`src/rtl/updown_sweep_ctrl.sv`:
```
// Sequencer that drives an N-bit up/down counter through a triangular lo->hi->lo sweep
// for a programmed number of passes, with start/busy/done host handshake.
module updown_sweep_ctrl #(
  parameter int unsigned N = 4,
  parameter int unsigned P = 8
) (
  input  logic         clk_i,
  input  logic         rst_ni,
  input  logic         start_i,
  input  logic         abort_i,
  input  logic [N-1:0] lo_i,
  input  logic [N-1:0] hi_i,
  input  logic [P-1:0] passes_i,
  input  logic [N-1:0] cnt_q_i,
  output logic         cnt_clr_o,
  output logic         cnt_en_o,
  output logic         cnt_dir_o,
  output logic         busy_o,
  output logic         done_o,
  output logic         err_o,
  output logic [P-1:0] pass_cnt_o
);

  typedef enum logic [2:0] {
    StIdle,
    StClear,
    StSeek,
    StUp,
    StDown,
    StDone
  } state_e;

  localparam logic [N-1:0] OneN = N'(1);
  localparam logic [P-1:0] OneP = P'(1);

  state_e       state_q;
  logic [N-1:0] lo_q;
  logic [N-1:0] hi_q;
  logic [P-1:0] passes_q;
  logic [P-1:0] pass_cnt_q;
  logic         err_q;

  logic cfg_ok;
  logic busy;
  logic seek_end;
  logic at_top;
  logic at_bottom;
  logic last_pass;

  assign cfg_ok    = (lo_i < hi_i) && (passes_i != '0);
  // Each compare fires one step early so the counter lands on the bound at the transition edge.
  assign seek_end  = (cnt_q_i == lo_q - OneN);
  assign at_top    = (cnt_q_i == hi_q - OneN);
  assign at_bottom = (cnt_q_i == lo_q + OneN);
  assign last_pass = ((pass_cnt_q + OneP) == passes_q);

  always_ff @(posedge clk_i) begin
    if (!rst_ni) begin
      state_q    <= StIdle;
      lo_q       <= '0;
      hi_q       <= '0;
      passes_q   <= '0;
      pass_cnt_q <= '0;
      err_q      <= 1'b0;
    end else begin
      err_q <= 1'b0;
      if (busy && abort_i) begin
        state_q <= StIdle;
      end else begin
        unique case (state_q)
          StIdle: begin
            if (start_i) begin
              if (cfg_ok) begin
                lo_q       <= lo_i;
                hi_q       <= hi_i;
                passes_q   <= passes_i;
                pass_cnt_q <= '0;
                state_q    <= StClear;
              end else begin
                err_q <= 1'b1;
              end
            end
          end
          StClear: state_q <= (lo_q == '0) ? StUp : StSeek;
          StSeek:  if (seek_end) state_q <= StUp;
          StUp:    if (at_top) state_q <= StDown;
          StDown: begin
            if (at_bottom) begin
              pass_cnt_q <= pass_cnt_q + OneP;
              state_q    <= last_pass ? StDone : StUp;
            end
          end
          StDone:  state_q <= StIdle;
          default: state_q <= StIdle;
        endcase
      end
    end
  end

  always_comb begin
    busy      = 1'b0;
    cnt_clr_o = 1'b0;
    cnt_en_o  = 1'b0;
    cnt_dir_o = 1'b0;
    done_o    = 1'b0;
    unique case (state_q)
      StClear: begin
        busy      = 1'b1;
        cnt_clr_o = 1'b1;
      end
      StSeek, StUp: begin
        busy      = 1'b1;
        cnt_en_o  = 1'b1;
        cnt_dir_o = 1'b1;
      end
      StDown: begin
        busy     = 1'b1;
        cnt_en_o = 1'b1;
      end
      StDone:  done_o = 1'b1;
      default: ;
    endcase
    // Abort gates the counter in the same cycle it is raised.
    if (busy && abort_i) begin
      cnt_clr_o = 1'b0;
      cnt_en_o  = 1'b0;
    end
  end

  assign busy_o     = busy;
  assign err_o      = err_q;
  assign pass_cnt_o = pass_cnt_q;

endmodule
```
`config.mk`:
```
export PLATFORM = sky130hd
export DESIGN_NAME = updown_sweep_ctrl
export DESIGN_NICKNAME = d
export VERILOG_FILES = /design/src/rtl/updown_sweep_ctrl.sv
export SDC_FILE = /design/constraint.sdc
export NUM_CORES = 1
export LEC_CHECK = 0
export ABC_AREA = 1
export CAP_MARGIN = 20
export CORE_UTILIZATION = 56
export CTS_CLUSTER_SIZE = 12
export DETAILED_ROUTE_END_ITERATION = 8
export PLACE_DENSITY = 0.86
export SYNTH_ARGS = -nofsm -noshare
export SYNTH_HDL_FRONTEND = slang
export SYNTH_SLANG_ARGS = --single-unit
```
`constraint.sdc`:
```
create_clock -name clk_i -period 6 [get_ports clk_i]
set_clock_uncertainty 0.15 [all_clocks]
set_input_delay 1.2 -clock clk_i [delete_from_list [all_inputs] [get_ports clk_i]]
set_output_delay 1.2 -clock clk_i [all_outputs]
set_load 0.05 [all_outputs]
```
After elaboration in Yosys (flattened, before gate mapping) --
Index checks and enable logic that the tools add are counted.
Storage, ports and cells: register bits 28, input port bits 24, output and inout port bits 14, word-level logic and storage cells 63
Operators by class: $add $sub $neg 4, magnitude comparators 1, equal/unequal tests 14, muxes and demuxes 20, bitwise logic cells 4, reductions and logical operators 14
Operators by type and width (number):
- two-way mux 8 bit | 3
- two-way mux 3 bit | 6
- one-hot mux 8 bit (2 select lines) | 1
- one-hot mux 3 bit (5 select lines) | 1
- == test 4 bit | 3
- inequality test 2 bit, second input constant | 5
- AND reduction 5 bit | 2
- two-way mux 1 bit | 9
- adder 8 x 1 -> 8 bit, second input constant | 1
- == test 8 bit | 1
- nonzero test 8 bit | 1
- OR reduction 4 bit | 2
- subtractor 4 x 1 -> 4 bit, second input constant | 2
- == test 3 x 2 -> 1 bit, second input constant | 2
- == test 3 bit, second input constant | 2
- adder 4 x 1 -> 4 bit, second input constant | 1
- zero test 4 bit | 1
- less-than comparator 4 bit | 1
- inverter 1 bit | 4
- AND reduction 4 bit | 1
- OR reduction 2 bit | 2
- == test 3 x 1 -> 1 bit, second input constant | 1
- zero test 3 bit | 1
- OR reduction 3 bit | 1
- other kinds (2) | 3

Longest topological paths before layout --
Gate-level depths: netlist of run 1.
depth in word-level cells 6, mapped depth 14, mapped depth without buffers 14

Worst setup path before layout of run 1 --
OpenSTA, ideal clock, no wires.
path kind input-to-output, start input port abort_i, end output port cnt_en_o, arrival time 1.942 ns, data required time 4.650 ns, slack 2.708 ns, stages 3, buffers on the path 0, path through nand2_2 -> inv_2 -> nor2_1
On the way: word-level cells in the longest chain between the ends 2
RTL lines:
- start, declared | RTL line 10 | input logic abort_i,
- logical AND 1 bit | RTL line 124 | if (busy && abort_i) begin
- two-way mux 1 bit | RTL line 124
- end, declared | RTL line 16 | output logic cnt_en_o,
Every way passes these cells.

Worst setup path in the final report of run 1 --
Ends and elaborated chain as after synthesis.

==> run summary, run 1 <==
outcome: finished, final reports clean
Compound-Gate Fraction of Synth Area: 16.0%
post-synthesis mux area share: 0%
CTS max path bufs: 2
hold_buf cts: 0
Period minus WS final: 4.02 ns
CP max FO: 3
largest cells by area after synthesis: dfxtp_1, nand2_1, inv_1, nor2_1, a21oi_1
post-synth top area cell: dfxtp_1
DP HPWL: 3.20 mm
Pre-Repair DR Iteration Count: 4
area grow syn2layout: 21.8%
yosys warns: 0
Final Non-Filler Cells: 377
critical-path cell with the highest stage delay: clkdlybuf4s50_1
synth unique cells: 28
RSZ-0062 raised after global routing: no
sequential fraction of the synthesis area: 29.3%
combinational family with the most area after synthesis: simple AND/OR/NAND/NOR gates
Slew Limit Fails: 0
CTS Root Cell: clkbuf_4
Leak Pwr: 1.03 nW
multi-input logic area: 1130 sq um
setup TNS: 0 ns
critical-path cell list: clkdlybuf4s50_1 > nand2_2 > inv_2 > nor2_1 > clkdlybuf4s50_1
first-pass GRT wire length: 6.71 mm
Cell Pwr Density: 398 nW/um^2
Synth Net Count: 330
ant diodes: 0
Post-synth top flop: dfxtp_1
Routed WL: 4.09 mm
Crit path required time: 4.65 ns
die extent in x: 60.5 um
Core ar.: 3150 sq um
share of Yosys cell area claimed by the top area cell type: 29.3%
area share of fa/ha/maj cells after synthesis: 5.23%
postcts setup bufs: 0
Worst Setup End Kind: primary output
Ports: 38
gpl congestion: 0.884
Largest stage delay, worst path: 0.82 ns
detailed-route wire length per cell: 10.9 um
Worst-Margin Slew: 0.763 ns
vias per cell: 5.02
Starting Density: 60.7%
Max VDD drop: 218 uV
Filler Cell Count: 279
top cells by count, synth: nand2_1, inv_1, nor2_1
register area: 561 sq um
vias in the first global route: 1,613
CTS clock-pin slew for the worst setup and hold paths: 0.15 ns
grt total ovfl: 0
worst path arrival time: 2.67 ns
Worst setup SP type: input pin
clk sinks: 28
row count: 20
Worst R2R Path Depth: 9
RR Endpoint: pass_cnt_o[3]
Synth Cell Area: 1910 sq um
drc violations: 0
CTS tree: done
Die H: 60.5 um
Resized cells post-CTS: 0
Hold Startpoint: passes_q[6]
gr usage total: 24.4%
Setup Crit Path Kind: in -> out
max_cap viols: 0
IO Port Bufs: 37
total CTS buffers: 3
hold path depth: 2
Vias: 1,894
top-count cell post-synth: nand2_1
ratio of cells with drive above 1 in the final layout: 6.91%
Mapped Cells: 298
Fin Hold WS: 0.330 ns
largest net degree at the start of global routing: 26
fmax: 249 MHz
Layout Nets: 366
Inst Count DP: 373
hold endpoint: passes_q[6]
final core occ: 73.9%
Syn Area/Cell: 6.42 sq um
XOR/XNOR Fraction of Synth Area: 7.33%
Hold Path Class: reg -> reg
reg2reg start: lo_q[0]
# setup viols final: 0
DIE AREA: 3650 sq um
ANT nets after route: 0
number of synthesized flops with an enable pin: 0
final hold vios: 0
Clk Latency, worst-skew pair: 0.33 ns
Tcrit/Tclk final: 67.0%
R2R setup slack: 3.67 ns
Post-synth ARST share: 0%
Synth Register Bits: 28
Starting DRT DRC Count: 82
Synth Area in Simple Gates: 30.5%
H-tree depth: 1
Rel. slew slack: 49.0%
initial antenna violation count: 0
crit-path most repeated cell: clkdlybuf4s50_1
==> cells by family after synthesis <==
group,count (synthesis)
xor+xnor,16
simple gates,135
buf+inv,53
flops,28
fa+ha+maj,8
compound gates,58
==> state kept, by name, summed over array words and instances, names as in the netlist <==
register    cells
err_o           1
hi_q            4
lo_q            4
pass_cnt_o      8
passes_q        8
state_q         3
==> layout by cell type, fill, tap and decap left out <==
cell type        count
nor2b_1              1
dfxtp_1             28
ha_1                 8
clkbuf_4             3
o2111ai_1            1
clkinv_1             1
nor3_1               6
clkbuf_8             1
nor2_4               1
a21oi_2              1
xnor2_1              9
clkdlybuf4s50_1     37
nand2_1             60
nor3_2               1
o21ai_1              1
inv_2                7
o21bai_1             2
nor2_2               4
o21ai_2              1
xor2_1               7
inv_1               39
nand3_1             21
nor2_1              36
nand2_2              3
nand3_2              1
o21ai_0             26
a21oi_1             26
nand3b_1             1
==> stage by stage <==
stage / instance area, sq um / worst slack, ns / total power [W]
6_report: 2330 / 1.98 / 0.000928
5_1_grt: 2330 / 1.93 / 0.00101
4_1_cts: 2330 / 1.98 / 0.000933
3_5_place_dp: 2290 / 1.97 / 0.000835
3_3_place_gp: 2290 / 2.03 / 0.000822
2_1_floorplan: 1910 / 2.71 / 0.000716
==> layer usage <==
metal / part of all wire (%) / up-vias / GRT usage (%)
met5: 0 / - / 0
li1: - / 1015 / -
met3: 3.2 / 7 / 2.13
met2: 46 / 46 / 41.8
met4: 1.4 / 0 / 7.47
met1: 49 / 826 / 32.6
==> cell type report <==
type	instances	area share (%)
Sequential cell	28	24.1
Timing Repair Buffer	37	15.9
Multi-Input combinational cell	217	48.5
Clock buffer	4	1.56
Tap cell	44	2.36
Inverter	47	7.57
==> power breakdown <==
part           total (W)  internal, W  switching (W)
clock network  0.0000939    0.0000372      0.0000567
logic           0.000548     0.000200       0.000348
registers       0.000286     0.000237      0.0000497
==> critical path: cells and delay by family <==
kind / cells / cell delay [ns]
simple gates: 2 / 0.17
buf+inv: 3 / 1.29
==> worst max path at each step <==
stage,cells after the start,end,slack [ns],start
after floorplan,3,cnt_en_o,2.71,abort_i
after global placement,5,cnt_en_o,2.03,abort_i
after detailed placement,5,cnt_en_o,1.97,abort_i
after CTS,5,cnt_en_o,1.98,abort_i
after global routing,5,cnt_en_o,1.93,abort_i
final,5,cnt_en_o,1.98,abort_i
(Power assumes the default switching activity.)
==> run 2: changes to the inputs <==
--- a/config.mk
+++ b/config.mk
@@ -7,10 +7,10 @@
 export LEC_CHECK = 0
 export ABC_AREA = 1
 export CAP_MARGIN = 20
-export CORE_UTILIZATION = 56
+export CORE_UTILIZATION = 52
 export CTS_CLUSTER_SIZE = 12
 export DETAILED_ROUTE_END_ITERATION = 8
-export PLACE_DENSITY = 0.86
+export PLACE_DENSITY = 0.8
 export SYNTH_ARGS = -nofsm -noshare
 export SYNTH_HDL_FRONTEND = slang
 export SYNTH_SLANG_ARGS = --single-unit
==> constraint.sdc (replaced) <==
create_clock -name clk_i -period 4.2 [get_ports clk_i]
set_clock_uncertainty 0.15 [all_clocks]
set_input_delay 0.84 -clock clk_i [delete_from_list [all_inputs] [get_ports clk_i]]
set_output_delay 0.84 -clock clk_i [all_outputs]
set_load 0.05 [all_outputs]
==> run 2 against run 1 <==
- critical path depth stayed put
- global-route usage decreased by 2.6 points
- count of clock-buffer cells in the layout is 1 lower
- die area increased by 7.4%
- via count shrank 1.4%
- largest cell class unchanged
==> run summary, run 2 (same netlist as run 1, synthesis figures left out) <==
grt total ovfl: 0 (unchanged)
Die H: 62.7 um (was 60.5 um)
CTS tree: done (unchanged)
area grow syn2layout: 22.2% (was 21.8%)
H-tree depth: 1 (unchanged)
Vias: 1,867 (was 1,894)
postcts setup bufs: 0 (unchanged)
IO Port Bufs: 37 (unchanged)
CTS clock-pin slew for the worst setup and hold paths: 0.09 ns (was 0.15 ns)
die extent in x: 62.7 um (was 60.5 um)
Slew Limit Fails: 0 (unchanged)
RSZ-0062 raised after global routing: no (unchanged)
Clk Latency, worst-skew pair: 0.28 ns (was 0.33 ns)
worst path arrival time: 2.28 ns (was 2.67 ns)
register area: 561 sq um (unchanged)
gpl congestion: 0.838 (was 0.884)
DIE AREA: 3930 sq um (was 3650 sq um)
Period minus WS final: 3.27 ns
Setup Crit Path Kind: in -> out (unchanged)
Worst Setup End Kind: primary output (unchanged)
Leak Pwr: 1.03 nW (about the same)
outcome: finished, final reports clean (unchanged)
vias in the first global route: 1,661 (was 1,613)
Ports: 38 (unchanged)
Starting Density: 55.6% (was 60.7%)
Worst-Margin Slew: 0.796 ns (was 0.763 ns)
CP max FO: 3 (unchanged)
first-pass GRT wire length: 6.88 mm (was 6.71 mm)
detailed-route wire length per cell: 10.6 um (was 10.9 um)
setup TNS: 0 ns (unchanged)
# setup viols final: 0 (unchanged)
Tcrit/Tclk final: 78.0%
ANT nets after route: 0 (unchanged)
Worst setup SP type: input pin (unchanged)
drc violations: 0 (unchanged)
Filler Cell Count: 335 (was 279)
ant diodes: 0 (unchanged)
row count: 21 (was 20)
Core ar.: 3440 sq um (was 3150 sq um)
Starting DRT DRC Count: 94 (was 82)
R2R setup slack: 1.94 ns (was 3.67 ns)
clk sinks: 28 (unchanged)
fmax: 305 MHz
Fin Hold WS: 0.333 ns (was 0.330 ns)
ratio of cells with drive above 1 in the final layout: 6.63% (was 6.91%)
DP HPWL: 3.18 mm (was 3.20 mm)
CTS max path bufs: 2 (unchanged)
max_cap viols: 0 (unchanged)
commonest non-fill, non-tap cells in the layout: nand2_1, inv_1, clkdlybuf4s50_1, nor2_1, dfxtp_1 (unchanged)
CTS Root Cell: clkbuf_8 (was clkbuf_4)
most common cell after layout, fill and taps aside: nand2_1 (unchanged)
largest net degree at the start of global routing: 26 (unchanged)
Layout Nets: 366 (unchanged)
total CTS buffers: 3 (unchanged)
Pre-Repair DR Iteration Count: 4 (unchanged)
Max VDD drop: 253 uV (was 218 uV)
Rel. slew slack: 46.8% (was 49.0%)
final core occ: 67.9% (was 73.9%)
Cell Pwr Density: 569 nW/um^2 (was 398 nW/um^2)
Crit path required time: 3.21 ns (was 4.65 ns)
Routed WL: 4.01 mm (was 4.09 mm)
Resized cells post-CTS: 0 (unchanged)
final hold vios: 0 (unchanged)
Hold Path Class: reg -> reg (unchanged)
vias per cell: 4.94 (was 5.02)
gr usage total: 21.7% (was 24.4%)
initial antenna violation count: 0 (unchanged)
hold_buf cts: 0 (unchanged)
multi-input logic area: 1130 sq um (unchanged)
-- run 2: layer usage --
layer,part of all wire (%),vias to the layer above,routed length [um],track usage (%)
li1,-,1011,-,-
met1,49,802,1940,28.3
met2,45,47,1800,35.9
met3,4.8,7,191,3.47
met4,1.7,0,70,8.14
met5,0,-,0,0
-- run 2: worst paths after layout --
kind	start	to	cells past startpoint
worst min register to register	passes_q[7]	passes_q[7]	2
worst max register to register	lo_q[0]	pass_cnt_o[7]	9
worst min-delay path	passes_q[7]	passes_q[7]	2
worst max-delay path	abort_i	cnt_en_o	5
-- run 2: critical path: stages --
cell,delay [ns]
clkdlybuf4s50_1,0.43
nand2_2,0.08
inv_2,0.05
nor2_1,0.08
clkdlybuf4s50_1,0.80
-- run 2: through the flow --
step / cells / worst slack [ns] / instance area (sq um) / power, W
finish: 378 / 0.926 / 2340 / 0.00133
global placement: 375 / 0.951 / 2300 / 0.00118
floorplan: 298 / 1.30 / 1910 / 0.00102
CTS: 378 / 0.920 / 2340 / 0.00134
detailed placement: 375 / 0.917 / 2300 / 0.00119
global route: 378 / 0.868 / 2340 / 0.00145
-- run 2: layout make-up --
cell class	instances	area share, %
tap	46	2.46
timing repair buffer	37	15.8
inverter	47	7.55
multi-input combinational	217	48.4
sequential	28	24.0
clock buffer	3	1.77
-- run 2: report_power, final --
group	total (W)	switching, W	leakage [nW]	internal (W)
Sequential	0.000409	0.0000705	0.230	0.000338
Combinational	0.000775	0.000489	0.777	0.000286
Clock	0.000147	0.0000821	0.0216	0.0000645
Total	0.00133	0.000641	1.03	0.000689
==> run 3: changes to the inputs <==
--- a/config.mk
+++ b/config.mk
@@ -7,10 +7,10 @@
 export LEC_CHECK = 0
 export ABC_AREA = 1
 export CAP_MARGIN = 20
-export CORE_UTILIZATION = 52
+export CORE_UTILIZATION = 47
 export CTS_CLUSTER_SIZE = 12
 export DETAILED_ROUTE_END_ITERATION = 8
-export PLACE_DENSITY = 0.8
+export PLACE_DENSITY = 0.77
 export SYNTH_ARGS = -nofsm -noshare
 export SYNTH_HDL_FRONTEND = slang
 export SYNTH_SLANG_ARGS = --single-unit
==> constraint.sdc (replaced) <==
create_clock -name clk_i -period 3 [get_ports clk_i]
set_clock_uncertainty 0.15 [all_clocks]
set_input_delay 0.6 -clock clk_i [delete_from_list [all_inputs] [get_ports clk_i]]
set_output_delay 0.6 -clock clk_i [all_outputs]
set_load 0.05 [all_outputs]
==> run 3 against run 2 <==
- count of clock-buffer cells in the layout did not move
- global-route usage fell by 0.58 points
- die area rose by 10%
- design area rose by 1.5%
- highest routed layer unchanged
- utilization fell by 5.0 points
- total power rose by 49%
- sequential power rose by 41%
- sequential share of layout area fell by 0.35 points
- clock power rose by 110%
- critical endpoint is now busy_o
==> run summary, run 3 (same netlist as run 1, synthesis figures left out) <==
outcome: finished, final reports clean (unchanged)
Rel. slew slack: 48.8% (was 46.8%)
Clk Latency, worst-skew pair: 0.28 ns (about the same)
Buf/Inv on CP: 2 (was 3)
vias per cell: 5.04 (was 4.94)
die extent in x: 65.8 um (was 62.7 um)
Largest stage delay, worst path: 0.80 ns (about the same)
grt total ovfl: 0 (unchanged)
ANT nets after route: 0 (unchanged)
Slew Limit Fails: 0 (unchanged)
Core ar.: 3770 sq um (was 3440 sq um)
crit-path most repeated cell: nor2_2 (was clkdlybuf4s50_1)
Starting Density: 50.7% (was 55.6%)
postcts setup bufs: 0 (unchanged)
initial antenna violation count: 0 (unchanged)
Ports: 38 (unchanged)
setup ws final: 0.300 ns (was 0.926 ns)
Layout Nets: 367 (was 366)
ratio of cells with drive above 1 in the final layout: 7.78% (was 6.63%)
Worst-Margin Slew: 0.765 ns (was 0.796 ns)
commonest non-fill, non-tap cells in the layout: nand2_1, inv_1, nor2_1, clkdlybuf4s50_1, dfxtp_1 (was nand2_1, inv_1, clkdlybuf4s50_1, nor2_1, dfxtp_1)
IO Port Bufs: 37 (unchanged)
Vias: 1,926 (was 1,867)
Worst setup SP type: flip-flop (was input pin)
DP HPWL: 3.23 mm (was 3.18 mm)
Crit path max-delay family: buffers and inverters (unchanged)
Tcrit/Tclk final: 90.0%
vias in the first global route: 1,674 (was 1,661)
Leak Pwr: 1.05 nW (was 1.03 nW)
Resized cells post-CTS: 0 (unchanged)
CTS max path bufs: 2 (unchanged)
CTS clock-pin slew for the worst setup and hold paths: 0.10 ns (was 0.09 ns)
gr usage total: 21.2% (was 21.7%)
drc violations: 0 (unchanged)
Routed WL: 4.17 mm (was 4.01 mm)
critical-path cell with the highest stage delay: clkdlybuf4s50_1 (unchanged)
gpl congestion: 0.850 (was 0.838)
fmax: 370 MHz
RSZ-0062 raised after global routing: no (unchanged)
row count: 22 (was 21)
Setup WS pre-CTS: 0.226 ns (was 0.917 ns)
Starting DRT DRC Count: 100 (was 94)
Die H: 65.8 um (was 62.7 um)
Crit path required time: 2.25 ns (was 3.21 ns)
final core occ: 62.9% (was 67.9%)
# setup viols final: 0 (unchanged)
Setup Crit Path Kind: reg -> out (was in -> out)
Worst Setup End Kind: primary output (unchanged)
Max VDD drop: 317 uV (was 253 uV)
area grow syn2layout: 24.0% (was 22.2%)
largest net degree at the start of global routing: 26 (unchanged)
max_cap viols: 0 (unchanged)
most common cell after layout, fill and taps aside: nand2_1 (unchanged)
final hold vios: 0 (unchanged)
ant diodes: 0 (unchanged)
hold path depth: 2 (unchanged)
Period minus WS final: 2.70 ns
hold_buf cts: 0 (unchanged)
clk sinks: 28 (unchanged)
CP max FO: 6 (was 3)
R2R setup slack: 0.73 ns (was 1.94 ns)
critical-path cell list: inv_2 > nor2_2 > nor2_2 > nand2_2 > clkdlybuf4s50_1 (was clkdlybuf4s50_1 > nand2_2 > inv_2 > nor2_1 > clkdlybuf4s50_1)
Worst R2R Path Depth: 9 (unchanged)
CTS Root Cell: clkbuf_8 (unchanged)
total CTS buffers: 3 (unchanged)
Filler Cell Count: 355 (was 335)
WP depth: 5 (unchanged)
Pre-Repair DR Iteration Count: 5 (was 4)
worst path arrival time: 1.95 ns (was 2.28 ns)
Hold Path Class: reg -> reg (unchanged)
CTS tree: done (unchanged)
setup TNS: 0 ns (unchanged)
Cell Pwr Density: 834 nW/um^2 (was 569 nW/um^2)
DIE AREA: 4330 sq um (was 3930 sq um)
detailed-route wire length per cell: 10.9 um (was 10.6 um)
first-pass GRT wire length: 7.20 mm (was 6.88 mm)
H-tree depth: 1 (unchanged)
==> run 3: cell types whose count changed in the layout (fill, tap and decap cells not counted) <==
cell / before / now
clkdlybuf4s50_1: 37 / 35
bufinv_16: 0 / 1
buf_4: 0 / 3
==> run 3: worst paths after layout <==
kind                     from       endpoint
setup / recovery   state_q[2]         busy_o
setup reg to reg      lo_q[0]  pass_cnt_o[3]
hold reg to reg   passes_q[6]    passes_q[6]
hold / removal    passes_q[6]    passes_q[6]
==> run 3: tightest hold or removal path, cell delays in order (launching register included) <==
cell and delay [ns]:
dfxtp_1 0.32, inv_1 0.06, a21oi_1 0.05
==> run 3: metrics by stage <==
step           instance area, sq um  power (W)  hold WS [ns]  cells
6_report                       2370    0.00198         0.326    382
5_1_grt                        2370    0.00214         0.365    382
4_1_cts                        2370    0.00198         0.331    382
3_5_place_dp                   2300    0.00167         0.316    378
3_3_place_gp                   2300    0.00165         0.307    378
2_1_floorplan                  1910    0.00143         0.294    298
==> run 3: cell type report <==
cell class	count	area [sq um]	share of cell area, %
Multi-Input combinational cell	217	1130	47.7
Sequential cell	28	561	23.6
Timing Repair Buffer	38	373	15.7
Inverter	47	176	7.44
Tap cell	48	60.1	2.53
Clock buffer	3	41.3	1.74
Clock inverter	1	30.0	1.27
==> run 3: metal layers <==
metal | vias to the layer above | GRT usage [%] | wire, um
met5 | - | 0 | 0
met1 | 849 | 28.2 | 2000
met3 | 5 | 2.24 | 250
met4 | 0 | 5.71 | 37
met2 | 56 | 35.8 | 1880
li1 | 1016 | - | -
==> run 3: where the power goes <==
group	switching (W)	leakage (nW)	internal, W
Clock	0.000126	0.0357	0.000179
Combinational	0.000697	0.786	0.000401
Sequential	0.000102	0.230	0.000473
Total	0.000925	1.05	0.00105
